==> src/rtl/phys_mem_ctrl.sv <==
// phys_mem_ctrl: responder for the CPU's physical memory port. Each new request becomes one
// timed async-SRAM read or write cycle: SETUP (1 cycle), PULSE (WAIT_CYCLES cycles), RECOVER
// (1 cycle). There is no request strobe. An access starts whenever the presented request
// differs from the last one completed, which is held in a tag register.
//
// Optional feature: define PHYS_MEM_STAT_EN to build completed-read and completed-write
// counters. With the macro undefined, both stat outputs are tied to zero and no counter flops
// are built.
//
// Ports:
//   clk_i, rst_ni     clock (rising edge) and asynchronous active-low reset
//   cpu_addr_i        byte address; bits [1:0] are ignored
//   cpu_wdata_i       write data
//   cpu_is_write_i    1 = write, 0 = read
//   cpu_rdata_o       registered read data
//   cpu_busy_o        request pending or in flight
//   ram_addr_o        SRAM word address (registered)
//   ram_wdata_o       SRAM write data (registered)
//   ram_rdata_i       SRAM read data
//   ram_data_oe_o     drive ram_wdata_o onto the SRAM data bus
//   ram_ce_n_o        SRAM chip enable, active low
//   ram_oe_n_o        SRAM output enable, active low
//   ram_we_n_o        SRAM write enable, active low
//   stat_rd_cnt_o     number of completed reads
//   stat_wr_cnt_o     number of completed writes
module phys_mem_ctrl #(
    parameter int unsigned ADDR_W      = 20,
    parameter int unsigned WAIT_CYCLES = 2   // legal range 1..15
) (
    input  logic              clk_i,
    input  logic              rst_ni,
    input  logic [31:0]       cpu_addr_i,
    input  logic [31:0]       cpu_wdata_i,
    input  logic              cpu_is_write_i,
    output logic [31:0]       cpu_rdata_o,
    output logic              cpu_busy_o,
    output logic [ADDR_W-1:0] ram_addr_o,
    output logic [31:0]       ram_wdata_o,
    input  logic [31:0]       ram_rdata_i,
    output logic              ram_data_oe_o,
    output logic              ram_ce_n_o,
    output logic              ram_oe_n_o,
    output logic              ram_we_n_o,
    output logic [31:0]       stat_rd_cnt_o,
    output logic [31:0]       stat_wr_cnt_o
);

    typedef enum logic [1:0] {StIdle, StSetup, StPulse, StRecover} state_e;

    // The pulse counter is loaded with WAIT_CYCLES-1 and the last PULSE cycle is the one
    // where it reads zero.
    localparam logic [3:0] PulseLoad = 4'(WAIT_CYCLES - 1);

    state_e      state_q, state_d;
    logic [3:0]  cnt_q, cnt_d;

    // Captured request. The full word address is kept so that the tag compares all 30 bits,
    // even though only ADDR_W of them reach the SRAM.
    logic [29:0] req_addr_q;
    logic        op_write_q;
    logic [31:0] ram_wdata_q;
    logic [31:0] rdata_q;

    // The last completed request.
    logic        tag_valid_q;
    logic [29:0] tag_addr_q;
    logic        tag_we_q;
    logic [31:0] tag_data_q;

    logic        mismatch;
    logic        capture;
    logic        rd_load;
    logic        tag_load;

    // The byte-lane bits of the address are not used by a word-wide SRAM.
    logic        unused_addr_lsb;
    assign unused_addr_lsb = ^cpu_addr_i[1:0];

    // Write data only matters for writes. For a repeated read, stale wdata must not retrigger.
    assign mismatch = !tag_valid_q
                    | (cpu_addr_i[31:2] != tag_addr_q)
                    | (cpu_is_write_i != tag_we_q)
                    | (cpu_is_write_i & (cpu_wdata_i != tag_data_q));

    assign cpu_busy_o = (state_q != StIdle) | mismatch;

    // The strobes decode combinationally from the state register. An asynchronous reset of
    // the state therefore releases them immediately, without waiting for a clock edge.
    always_comb begin
        state_d       = state_q;
        cnt_d         = cnt_q;
        capture       = 1'b0;
        rd_load       = 1'b0;
        tag_load      = 1'b0;
        ram_ce_n_o    = 1'b1;
        ram_oe_n_o    = 1'b1;
        ram_we_n_o    = 1'b1;
        ram_data_oe_o = 1'b0;
        case (state_q)
            StIdle: begin
                if (mismatch) begin
                    capture = 1'b1;
                    state_d = StSetup;
                end
            end
            StSetup: begin
                ram_ce_n_o    = 1'b0;
                ram_data_oe_o = op_write_q;
                cnt_d         = PulseLoad;
                state_d       = StPulse;
            end
            StPulse: begin
                ram_ce_n_o = 1'b0;
                if (op_write_q) begin
                    ram_we_n_o    = 1'b0;
                    ram_data_oe_o = 1'b1;
                end else begin
                    ram_oe_n_o = 1'b0;
                end
                if (cnt_q == 4'd0) begin
                    rd_load = !op_write_q;
                    state_d = StRecover;
                end else begin
                    cnt_d = cnt_q - 4'd1;
                end
            end
            StRecover: begin
                // Chip enable and the write data are held for one cycle after the strobe
                // rises.
                ram_ce_n_o    = 1'b0;
                ram_data_oe_o = op_write_q;
                tag_load      = 1'b1;
                state_d       = StIdle;
            end
            default: state_d = StIdle;
        endcase
    end

    always_ff @(posedge clk_i or negedge rst_ni) begin
        if (!rst_ni) begin
            state_q <= StIdle;
            cnt_q   <= 4'd0;
        end else begin
            state_q <= state_d;
            cnt_q   <= cnt_d;
        end
    end

    always_ff @(posedge clk_i or negedge rst_ni) begin
        if (!rst_ni) begin
            req_addr_q  <= '0;
            op_write_q  <= 1'b0;
            ram_wdata_q <= '0;
        end else if (capture) begin
            req_addr_q  <= cpu_addr_i[31:2];
            op_write_q  <= cpu_is_write_i;
            ram_wdata_q <= cpu_wdata_i;
        end
    end

    always_ff @(posedge clk_i or negedge rst_ni) begin
        if (!rst_ni) begin
            rdata_q <= '0;
        end else if (rd_load) begin
            rdata_q <= ram_rdata_i;
        end
    end

    always_ff @(posedge clk_i or negedge rst_ni) begin
        if (!rst_ni) begin
            tag_valid_q <= 1'b0;
            tag_addr_q  <= '0;
            tag_we_q    <= 1'b0;
            tag_data_q  <= '0;
        end else if (tag_load) begin
            tag_valid_q <= 1'b1;
            tag_addr_q  <= req_addr_q;
            tag_we_q    <= op_write_q;
            tag_data_q  <= ram_wdata_q;
        end
    end

    assign ram_addr_o  = req_addr_q[ADDR_W-1:0];
    assign ram_wdata_o = ram_wdata_q;
    assign cpu_rdata_o = rdata_q;

`ifdef PHYS_MEM_STAT_EN
    logic [31:0] rd_cnt_q, wr_cnt_q;

    // An access counts once, in its RECOVER cycle. The counters wrap naturally at 2^32.
    always_ff @(posedge clk_i or negedge rst_ni) begin
        if (!rst_ni) begin
            rd_cnt_q <= '0;
            wr_cnt_q <= '0;
        end else if (tag_load) begin
            if (op_write_q) begin
                wr_cnt_q <= wr_cnt_q + 32'd1;
            end else begin
                rd_cnt_q <= rd_cnt_q + 32'd1;
            end
        end
    end

    assign stat_rd_cnt_o = rd_cnt_q;
    assign stat_wr_cnt_o = wr_cnt_q;
`else
    assign stat_rd_cnt_o = '0;
    assign stat_wr_cnt_o = '0;
`endif

endmodule
==> config.mk <==
export PLATFORM = sky130hd
export DESIGN_NAME = phys_mem_ctrl
export DESIGN_NICKNAME = d
export VERILOG_FILES = /design/src/rtl/phys_mem_ctrl.sv
export SDC_FILE = /design/constraint.sdc
export NUM_CORES = 1
export LEC_CHECK = 0
export CAP_MARGIN = 20
export CORE_ASPECT_RATIO = 0.5
export CORE_MARGIN = 2
export CORE_UTILIZATION = 40
export DETAILED_ROUTE_END_ITERATION = 8
export PLACE_DENSITY = 0.81
export SLEW_MARGIN = 10
export SYNTH_ARGS = -nofsm -noshare
export SYNTH_HDL_FRONTEND = slang
export SYNTH_SLANG_ARGS = --single-unit
==> constraint.sdc <==
create_clock -name clk_i -period 3.6 [get_ports clk_i]
set_clock_uncertainty 0.1 [all_clocks]
set_input_delay 0.72 -clock clk_i [delete_from_list [all_inputs] [get_ports clk_i]]
set_output_delay 0.72 -clock clk_i [all_outputs]
set_load 0.1 [all_outputs]
Word level (Yosys, flattened, before mapping)
Cells that the tools add are included.
Widths: inputs -> output; s select.
Cells by class
  add/subtract/negate cells: 1
  equality and inequality tests: 9
  muxes and demuxes: 16
  bitwise gates (word level): 5
  reduce and logical (&&, ||, !) cells: 10
Operators by type and width (number)
  $ne 32x32->1: 1
  $ne 30x30->1: 1
  $mux 1: 10
  $pmux 2 s4: 1
  $pmux 4 s2: 1
  $ne 2x2->1 const B: 3
  $eq 2x2->1 const B: 2
  $logic_not 4->1: 1
  $mux 2: 2
  $mux 4: 1
  $or 1x1->1: 4
  $reduce_and 2->1: 2
  $reduce_bool 2->1: 2
  $sub 4x1->4 const B: 1
  $reduce_or 3->1: 1
  $eq 2x1->1 const B: 1
  $logic_not 1->1: 2
  $logic_not 2->1: 1
  $pmux 1 s2: 1
  $reduce_or 2->1: 1
  $and 1x1->1: 1
  $ne 1x1->1: 1
Word-level totals
  flip-flop bits (word level): 165
  bits of input ports: 99
  output and inout port bits: 153

Longest topological paths before layout
  depth after elaboration: 6
  depth in mapped cells: 7
  mapped depth without buffers: 7

Least setup slack after synthesis
Ideal clock, no wire load.
  path type: flip-flop to output port
  start: register state_q[0]
  end: output port ram_data_oe_o
  arrival time: 2.517 ns
  slack: 0.263 ns
  cell stages (with the launch flop): 4
  buffers on the path: 0
  cells stage by stage: dfrtp_1 -> inv_1 -> ha_1 -> nor2b_1
Between the ends
  word-level cells in the longest chain between the ends: 3
  elaborated cells between the ends (all ways): 5
RTL lines
  start, declared: line 54  | state_e state_q, state_d;
  start signal, assigned: line 141  | state_q <= StIdle;
  start signal, assigned: line 144  | state_q <= state_d;
  $eq 2x2->1 or $eq 2x1->1 (tied branches): line 99  | case (state_q)
  $reduce_or 2->1 (no source line)
  $pmux 1 s2 (*): line 99
  end, declared: line 40  | output logic ram_data_oe_o,
Mark *: on every way between the ends. The rest lies on a longest branch, timed or not.

Worst setup path in the final report
  start: input port cpu_wdata_i[13]
  end: output port cpu_busy_o
Between the ends
  word-level cells in the longest chain between the ends: 4
RTL lines
  start, declared: line 33  | input logic [31:0] cpu_wdata_i,
  $ne 32x32->1: line 83  | | (cpu_is_write_i & (cpu_wdata_i != tag_data_q));
  $and 1x1->1: line 83
  $or 1x1->1: line 83
  $or 1x1->1: line 85  | assign cpu_busy_o = (state_q != StIdle) | mismatch;
  end, declared: line 36  | output logic cpu_busy_o,
Every way passes these cells.

==> flow_summary_export.csv <==
group,metric,value,unit
run_status,outcome,"complete, no violations",
logic_synthesis,synth.area.top_cells,"dfrtp_1, mux2_2, buf_4",
timing,setup_ws,0.1397,ns
logic_synthesis,synth_enable_flop_cells,0,
hold_path,hold_class,"input pin to async pin",
route,first_iter_violations,113,
setup_path,crit_type,"input pin to primary output",
logic_synthesis,ys_async_sr_fraction,100.0,%
route,drt_pass1_iterations,4,
logic_synthesis,ys_warn_count,0,
route,viasPerCell,4.557,
clock_tree,holdBufCountCts,0,
clock_tree,clock-sinks,165,
route,route.detailed.wl_per_inst,15.95,um
timing,min_period,3.460,ns
job,drv_cap,0,
timing,fmax,289.0,MHz
setup_path,critical_path_arrival,2.64,ns
logic_synthesis,synthesis.area,7707,um^2
place,port_buffers,185,
grt,overflow,0,
setup_path,cp-start-kind,"input pin",
setup_path,path_cells,"clkdlybuf4s50_1, xnor2_1, nand4_1, nor4_2, buf_4, a31oi_1, nand3b_1, buf_12",
floorplanning,die_h,102.2,um
clock_tree,ctsLongestPathBuffers,2,
setup_path,slowest_stage,"clkdlybuf4s50_1",
power,seqPwrFrac,36.3,%
power,power.leakage,4.142,nW
power,p_switching,2.360,mW
finish,nFillCells,1561,
floorplanning,dieArea,20460,um^2
timing,min_period_over_period,96.12,%
timing,final_hold_viol_count,0,
finish,antenna_cells,0,
logic_synthesis,synthDistinctLibCells,36,
logic_synthesis,synth-seq-cells,165,
power,cellPowerDensity,581.2,nW/um^2
power,finalPower,5.844,mW
setup_path,cp-end-kind,"primary output",
route,antenna_left,0,
clock_tree,cts_max_level,4,
route,drc,0,
clock_tree,cts_setup_buffers,0,
logic_synthesis,syn-instance-count,560,
logic_synthesis,yosysMostFrequentCell,"dfrtp_1",
grt,grt_max_degree,83,
timing,setup_viol,0,
logic_synthesis,yosysSeqAreaShare,53.57,%
place,place_ws,0.1035,ns
floorplanning,rows,35,
setup_path,cp_max_fo,3,
finish,final_nets,845,
timing,grt_setup_unrepaired,"false",
grt,antenna_found_initial,1,
logic_synthesis,synth_top_area_cell,"dfrtp_1",
route,wirelength,16.12,mm
timing,slew_violations,0,
timing,slew_headroom,32.99,%
grt,grt_pass1_wl,25.54,mm
timing,worstMarginPinSlew,1.002,ns
clock_tree,clkLatencyLatePin,0.42,ns
grt,grt_pass1_vias,4959,
logic_synthesis,synth_top_area_share,53.57,%
setup_path,crit_required,2.78,ns
clock_tree,tritoncts,"done",
power,clkPwrFrac,30.9,%
logic_synthesis,syn_avg_cell_area,13.76,um^2
clock_tree,clockRootBuffer,"clkbuf_16",
grt,grtUsageTotal,15.92,%
power,p_comb_share,32.8,%
finish,drive_gt1_share,30.85,%
place,hpwl,11.75,mm
timing,setup_tns,0,ns
logic_synthesis,ys.flop_type,"dfrtp_1",
floorplanning,top_level_ports,252,
route,vias,4607,
clock_tree,path_clk_slew,0.08,ns
logic_synthesis,synth_commonest_cells,"dfrtp_1, mux2_2, buf_4",
finish,syn2layout_area_growth,30.45,%
power,p_int,3.484,mW
clock_tree,numCtsBuffers,17,
floorplanning,core,18660,um^2
power,switching_share,40.38,%
floorplanning,initial_core_util,41.31,%
setup_path,crit_path_max_incr_delay,0.50,ns
place,place_congestion,0.7367,
floorplanning,die_w,200.3,um
clock_tree,cts_resized,0,
power,ir_drop,0.3400,mV
## state kept, by name (all words and copies together), names as in the netlist
name and count:
cpu_rdata_o 32, ram_wdata_o 32, tag_data_q 32, req_addr_q 30
tag_addr_q 30, cnt_q 4, state_q 2, op_write_q 1
tag_valid_q 1, tag_we_q 1
## power by group through the flow
stage | sequential [mW] | combinational [mW] | clock [mW]
detailed placement | 2.15 | 1.93 | 0
finish | 2.12 | 1.92 | 1.81
global route | 2.14 | 1.97 | 1.95
floorplan | 3.00 | 0.662 | 0
CTS | 2.12 | 1.93 | 1.86
global placement | 2.14 | 1.91 | 0
## kinds of logic after synthesis
logic type | Yosys count | share of synthesized area (%)
AND/OR/NAND/NOR | 47 | 3.490
XOR/XNOR | 64 | 7.273
buffers and inverters | 107 | 9.886
multiplexers | 157 | 23.41
other | 1 | 0.04865
flip-flops | 165 | 53.57
AO/OA/AOI/OAI | 12 | 1.185
adder cells (fa/ha/maj) | 7 | 1.136
## final timing paths
kind	from	to	slack, ns	cells past startpoint
worst max-delay path	cpu_wdata_i[13]	cpu_busy_o	0.14	8
worst min-delay path	rst_ni	ram_wdata_o[28]	0.23	1
worst max register to register	tag_data_q[14]	req_addr_q[12]	0.99	9
worst min register to register	tag_valid_q	tag_valid_q	0.38	1
max in group asynchronous	rst_ni	req_addr_q[26]	2.20	2
min in group clk_i	tag_valid_q	tag_valid_q	0.38	1
## through the flow
step / util [%] / instances / area [um^2] / hold WS [ns]
after floorplan: - / 623 / 7944 / 0.3244
after global placement: 50.66 / 979 / 9452 / 0.3534
after detailed placement: 50.66 / 979 / 9452 / 0.3643
after CTS: 53.76 / 1011 / 10030 / 0.2711
after global routing: 53.90 / 1011 / 10050 / 0.2934
final: 53.90 / 1011 / 10050 / 0.2323
## cell type report
cell class,count,area (um^2),share of cell area (%)
sequential,165,4129,41.07
multi-input combinational,351,3080,30.64
timing repair buffer,198,1921,19.10
clock buffer,19,442.9,4.405
tap,259,324.1,3.223
clock inverter,13,135.1,1.344
inverter,6,22.52,0.2240
## worst max-delay path: cells and delay by family
kind                      cells  cell delay (ns)
buffers and inverters         3             0.89
and+or+nand+nor               3             0.76
xor gates and xnor gates      1             0.14
AOI/OAI and AO/OA             1             0.10
## routing by layer
metal | up-vias | GRT usage, % | part of all wire [%]
met5 | - | 0 | 0.081
met4 | 2 | 5.470 | 1.4
met3 | 21 | 3.284 | 3.5
met2 | 113 | 29.03 | 53
met1 | 2333 | 19.20 | 43
li1 | 2138 | - | -
## cell usage in the layout, fill, tap and decap left out, types with 3 or more instances in the layout
cell type,count
mux2_1,3
mux2_4,10
a31oi_1,3
xnor2_1,60
clkbuf_16,17
buf_4,37
nand3_1,4
o21ai_0,3
buf_12,3
inv_1,6
mux2_2,143
nor4_2,4
conb_1,64
clkdlybuf4s50_1,157
nor2b_1,3
nor2_1,4
inv_6,7
nand2_1,5
dfrtp_1,165
nand2b_1,3
ha_1,6
xor2_1,4
nand4_1,14
No activity file was read; power rests on OpenSTA's default activity.
